==> config.mk <==
export PLATFORM = sky130hd
export DESIGN_NAME = rd_ptr_empty_flat
export DESIGN_NICKNAME = d
export VERILOG_FILES = /design/src/rtl/rd_ptr_empty_if.sv /design/src/rtl/rd_ptr_empty.sv /design/src/flat_wrapper.sv
export SDC_FILE = /design/constraint.sdc
export NUM_CORES = 1
export LEC_CHECK = 0
export CORE_MARGIN = 1
export CORE_UTILIZATION = 49
export CTS_CLUSTER_DIAMETER = 150
export CTS_CLUSTER_SIZE = 8
export DETAILED_ROUTE_END_ITERATION = 16
export GPL_TIMING_DRIVEN = 1
export PLACE_DENSITY = 0.87
export SLEW_MARGIN = 0
export SYNTH_ARGS = -nofsm -noshare
export SYNTH_HDL_FRONTEND = slang
export SYNTH_SLANG_ARGS = --single-unit
export TNS_END_PERCENT = 5
==> constraint.sdc <==
create_clock -name rclk -period 2.6 [get_ports rclk]
set_input_delay 0.52 -clock rclk [delete_from_list [all_inputs] [get_ports rclk]]
set_output_delay 0.52 -clock rclk [all_outputs]
set_load 0.01 [all_outputs]
==> src/rtl/rd_ptr_empty_if.sv <==
// rtl/rd_ptr_empty_if.sv - read-side pointer/empty bundle between FIFO read logic and its user
interface rd_ptr_empty_if #(
    parameter int W = 4
);
    logic         rinc;
    logic [W:0]   wptr_gray;
    logic [W-1:0] raddr;
    logic [W:0]   rptr_gray;
    logic         rempty;
    logic [W:0]   rcount;
    logic         runderflow;

    modport master (
        output rinc,
        output wptr_gray,
        input  raddr,
        input  rptr_gray,
        input  rempty,
        input  rcount,
        input  runderflow
    );

    modport slave (
        input  rinc,
        input  wptr_gray,
        output raddr,
        output rptr_gray,
        output rempty,
        output rcount,
        output runderflow
    );
endinterface

==> src/rtl/rd_ptr_empty.sv <==
// rtl/rd_ptr_empty.sv - async FIFO read pointer, write-pointer synchronizer, empty flag and fill level
module rd_ptr_empty #(
    parameter int W = 4
) (
    input  logic             rclk,
    input  logic             rrst,
    rd_ptr_empty_if.slave    bus
);
    logic [W:0] wq1;
    logic [W:0] wq2;
    logic [W:0] rbin;
    logic [W:0] rbin_next;
    logic [W:0] rgray_next;
    logic [W:0] wbin_s;
    logic       pop;

    // A pop is only honoured while not empty, so an underflow attempt leaves every pointer alone.
    always_comb begin
        pop        = bus.rinc & ~bus.rempty;
        rbin_next  = rbin + {{W{1'b0}}, pop};
        rgray_next = rbin_next ^ (rbin_next >> 1);
    end

    always_comb begin
        wbin_s = '0;
        for (int i = 0; i <= W; i++) begin
            wbin_s[i] = ^(wq2 >> i);
        end
    end

    always_ff @(posedge rclk) begin
        if (rrst) begin
            wq1            <= '0;
            wq2            <= '0;
            rbin           <= '0;
            bus.rptr_gray  <= '0;
            bus.rempty     <= 1'b1;
            bus.rcount     <= '0;
            bus.runderflow <= 1'b0;
        end else begin
            wq1            <= bus.wptr_gray;
            wq2            <= wq1;
            rbin           <= rbin_next;
            bus.rptr_gray  <= rgray_next;
            // Next-state compare lets the pop that drains the last entry flag empty on the same edge.
            bus.rempty     <= (rgray_next == wq2);
            bus.rcount     <= wbin_s - rbin_next;
            bus.runderflow <= bus.rinc & bus.rempty;
        end
    end

    assign bus.raddr = rbin[W-1:0];
endmodule

==> src/flat_wrapper.sv <==
// flat-port wrapper written by rule: the top's interface ports become plain ports
module rd_ptr_empty_flat 
#(
    parameter int W = 4
)
  (rclk, rrst, bus_rinc, bus_wptr_gray, bus_raddr, bus_rptr_gray, bus_rempty, bus_rcount, bus_runderflow);
  rd_ptr_empty_if #(.W(W)) bus_i ();
  input  logic rclk;
  input  logic rrst;
  input wire logic [$bits(bus_i.rinc)-1:0] bus_rinc;
  input wire logic [$bits(bus_i.wptr_gray)-1:0] bus_wptr_gray;
  output wire logic [$bits(bus_i.raddr)-1:0] bus_raddr;
  output wire logic [$bits(bus_i.rptr_gray)-1:0] bus_rptr_gray;
  output wire logic [$bits(bus_i.rempty)-1:0] bus_rempty;
  output wire logic [$bits(bus_i.rcount)-1:0] bus_rcount;
  output wire logic [$bits(bus_i.runderflow)-1:0] bus_runderflow;
  assign bus_i.rinc = bus_rinc;
  assign bus_i.wptr_gray = bus_wptr_gray;
  assign bus_raddr = bus_i.raddr;
  assign bus_rptr_gray = bus_i.rptr_gray;
  assign bus_rempty = bus_i.rempty;
  assign bus_rcount = bus_i.rcount;
  assign bus_runderflow = bus_i.runderflow;
  rd_ptr_empty #(.W(W)) u_core (.rclk(rclk), .rrst(rrst), .bus(bus_i));
endmodule
# Word level (Yosys, flattened, before mapping)
# Cells that the tools add are included.
# word_totals
ramBits	0
mem_count	0
rom_bits	0
latch_bits	0
register_bits	27
in_bits	8
# classes
shifts	0
n_lt_le_gt_ge	0
multipliers	0
n_eq_ne	1
reduce_logical	5
n_addsub	2
div_mod_pow	0
n_mux	0
n_bitwise	4
# ops
cell	count
5-bit parity	5
5-bit by 1-bit adder with 5-bit output	1
5-bit == test	1
5-bit subtractor	1
5-bit by 4-bit XOR with 5-bit output	1
1-bit bitwise AND	2
1-bit NOT	1

# Logic depth before layout (Yosys ltp)
# Gate-level depths: netlist (run 1).
# logic_depth
depth_word	5
ltp_mapped	10

# Worst setup path after synthesis (run 1)
# Ideal clock, no wire load.
# synth_path
path_type	reg2reg
start	register u_core.wq2[3]
end	register u_core.bus.rcount[4]
arrival_time_ps	2333
stages_incl_launch_ff	11
period_less_slack_ps	2404
slack_ps	196
path_cell_list	dfxtp_1 -> xnor2_2 -> xnor2_2 -> xor2_1 -> xnor2_1 -> ha_1 -> inv_1 -> fa_1 -> a21oi_1 -> maj3_1 -> mux2i_1
# synth_via
elab_chain_cells	2
elab_cells_between_ends	5
# synth_rtl
item	line	source
start, declared	rd_ptr_empty.sv:10	logic [W:0] wq2;
start signal, assigned	rd_ptr_empty.sv:42	wq2 <= wq1;
5-bit parity	rd_ptr_empty.sv:27	wbin_s[i] = ^(wq2 >> i);
5-bit subtractor *	rd_ptr_empty.sv:47	bus.rcount <= wbin_s - rbin_next;
end signal, assigned	rd_ptr_empty.sv:47	
end, declared	rd_ptr_empty_if.sv:29	output rcount,
# Every way passes the cells marked *; elsewhere a longest branch is shown, timed or not.
# A chain may end at the register's enable or synchronous reset.

# Worst setup path in the final report (run 1)
# Same ends and word-level chain as after synthesis.

==> results of run 1 <==
[kinds of logic after synthesis]
family / after synthesis / synth area share (%)
AND/OR/NAND/NOR: 39 / 18.2
multiplexers: 1 / 0.846
adder cells (fa/ha/maj): 7 / 7.82
flip-flops: 26 / 44.0
XOR/XNOR: 19 / 18.9
AO/OA/AOI/OAI: 12 / 7.08
buffers and inverters: 9 / 3.17
[path summary, 6_finish.rpt]
kind	startpoint	endpoint	slack, ps	cells after the start
worst max-delay path	u_core.wq2[3]	u_core.bus.rcount[4]	200	10
worst min-delay path	u_core.wq1[3]	u_core.wq2[3]	450	1
worst max register to register	u_core.wq2[3]	u_core.bus.rcount[4]	200	10
worst min register to register	u_core.wq1[3]	u_core.wq2[3]	450	1
[sequential cells by signal (all words and copies together), names as in the netlist]
name / flops
u_core.bus.rptr_gray: 4
u_core.rbin: 5
u_core.wq1: 5
u_core.bus.rempty: 1
u_core.bus.rcount: 5
u_core.wq2: 5
u_core.bus.runderflow: 1
[layout make-up]
class | instances | area [um2] | share of cell area [%]
multi-input cells | 78 | 626 | 40.7
flip-flops and latches | 26 | 520 | 33.8
repair buffers | 35 | 320 | 20.8
well taps | 28 | 35.0 | 2.28
clock buffers | 3 | 22.5 | 1.46
inverters | 4 | 15.0 | 0.976
[layout by cell type, fill, tap and decap left out, drive strengths merged, types with 4 or more instances in the layout]
cell type / count
inv: 4
nor2b: 14
dfxtp: 26
xor2: 5
buf: 12
ha: 5
xnor2: 11
nor2: 10
clkdlybuf4s50: 23
[through the flow]
step / instance area [um2] / setup WS [ps] / power, mW
global route: 1540 / 41.7 / 0.838
floorplan: 1180 / 196 / 0.553
global placement: 1510 / -18.1 / 0.638
finish: 1540 / 196 / 0.797
detailed placement: 1510 / -69.8 / 0.642
CTS: 1530 / 96.9 / 0.807
[metal layers]
layer | global-route usage [%] | wire length, um
met5 | 0 | 0
met1 | 23.1 | 927
met4 | 5.56 | 29
met3 | 3.57 | 71
met2 | 28.7 | 1000
[critical path: stages (launching register included)]
cell	delay, ps
dfxtp_1	450
xnor2_2	170
xnor2_2	160
xor2_1	270
xnor2_1	160
ha_1	180
inv_1	50
fa_1	380
a21oi_1	170
maj3_1	200
mux2i_1	170
[power breakdown]
group	leakage [nW]	switching, mW	internal [mW]
clock	0.0138	0.109	0.0543
sequential	0.214	0.0122	0.427
combinational	0.425	0.0788	0.115
==> impl_results.md, run 1 <==
- Post-synth top cells: dfxtp_1, nor2b_1, nor2_1, xnor2_1
- Share of the synthesized area in the top cell type: between 40% and 50%
- Ranking of synthesized cells by area: dfxtp_1, nor2b_1, xnor2_1
- Run status: complete, no violations
- Iteration-0 DRC Markers: 8
- Initial antenna violation count: 0
- Number of port buffers: 23
- Post-synth top area cell: dfxtp_1
- Initial DRT Pass Iterations: 4
- Root Driver: clkbuf_4
- # rows: 17
- Worst EP required: 2860 ps
- Finished Core Util: approximately 70%
- Total of max-cap violations: 0
- GRT overflow: 0
- Endpoints failing setup: 0
- Worst Tran Pin Value: 346 ps
- Post-CTS Setup Bufs: 0
- Die width: a little over 50 um
- Via count: 855
- Nets: 162
- P&R area growth vs syn: 30.0%
- First-pass GRT wire length: 3370 um
- Register area share after synthesis: 44.0%
- Synthesized netlist cell count: between 100 and 150
- Die area: 2620 um2
- Layout cells sized above 1: 13.7%
- Max Clock Freq: approximately 420 MHz
- Final hold vios: 0
- WL final: 2030 um
- DR vias/cell: 4.91
- GR Util All Layers: 17.6%
- Post-synth EDFFs: 0
- Synth warn: 0
- # DRC: 0
- Crit Path Category: reg2reg
- Io pins: 24
- Crit end category: register
- Num CTS Buffers: 3
- Crit path max fanout: 5
- #FFs+latches synth: 26
- Hold buffers post-CTS: 0
- Synth Flop Type: dfxtp_1
- RSZ-0062 raised after global routing: no
- Worst Skew: roughly 8.5 ps
- Post-route setup TNS: 0 ps
- Total clock sinks: 26
- Fin crit share: between 90% and 100%
- Clk pin slew, worst setup/hold paths: 130 ps
- Dpl hpwl: 1610 um
- Maximum number of pins on one net before global-route repair: 17
- Mapped Area: roughly 1200 um2
- Core area: 2250 um2
- Placed cell count: 170
- Count leader, synth: dfxtp_1
- Initial Util: 52.5%
- Post-synth ARST share: 0%
- Worst Hold Class: reg2reg
- Routed Antenna Nets: 0
- CTS Buffer Depth: 2
- Average size of a mapped cell: around 10 um2
- # fillers: about 180
- Height of the die: a little over 50 um
- Cell Pwr Density: 518 nW/um2
- Clk Latency, worst-skew pair: approximately 320 ps
- Worst setup SP type: register
- Syn Nets: 127
- Routed wire length per instance: ~12 um
- Data arrival, critical path: 2670 ps
- Routability cong.: 0.832
- Leakage power: 0.652 nW
- Antenna Cells: 0
- Max H-tree Level: 1
- Tmin final: between 2000 and 2500 ps
- CTS tree: built
- VDD IR max: 391 uV
- Vias in the first global route: 785
- Post-Layout Cell Count: 174
- Rel. slew slack: between 70% and 80%
- Slew Limit Fails: 0
- Post_cts resized: 0
- Post-synthesis cell type count: 33
- Hold slack: 453 ps
No activity file was read; power rests on OpenSTA's default activity.
==> run 2: changes to the inputs <==
TNS_END_PERCENT = not set   (was 5)
==> results of run 2 <==
No change in the layout: final DEF, timing and power equal those of run 1.
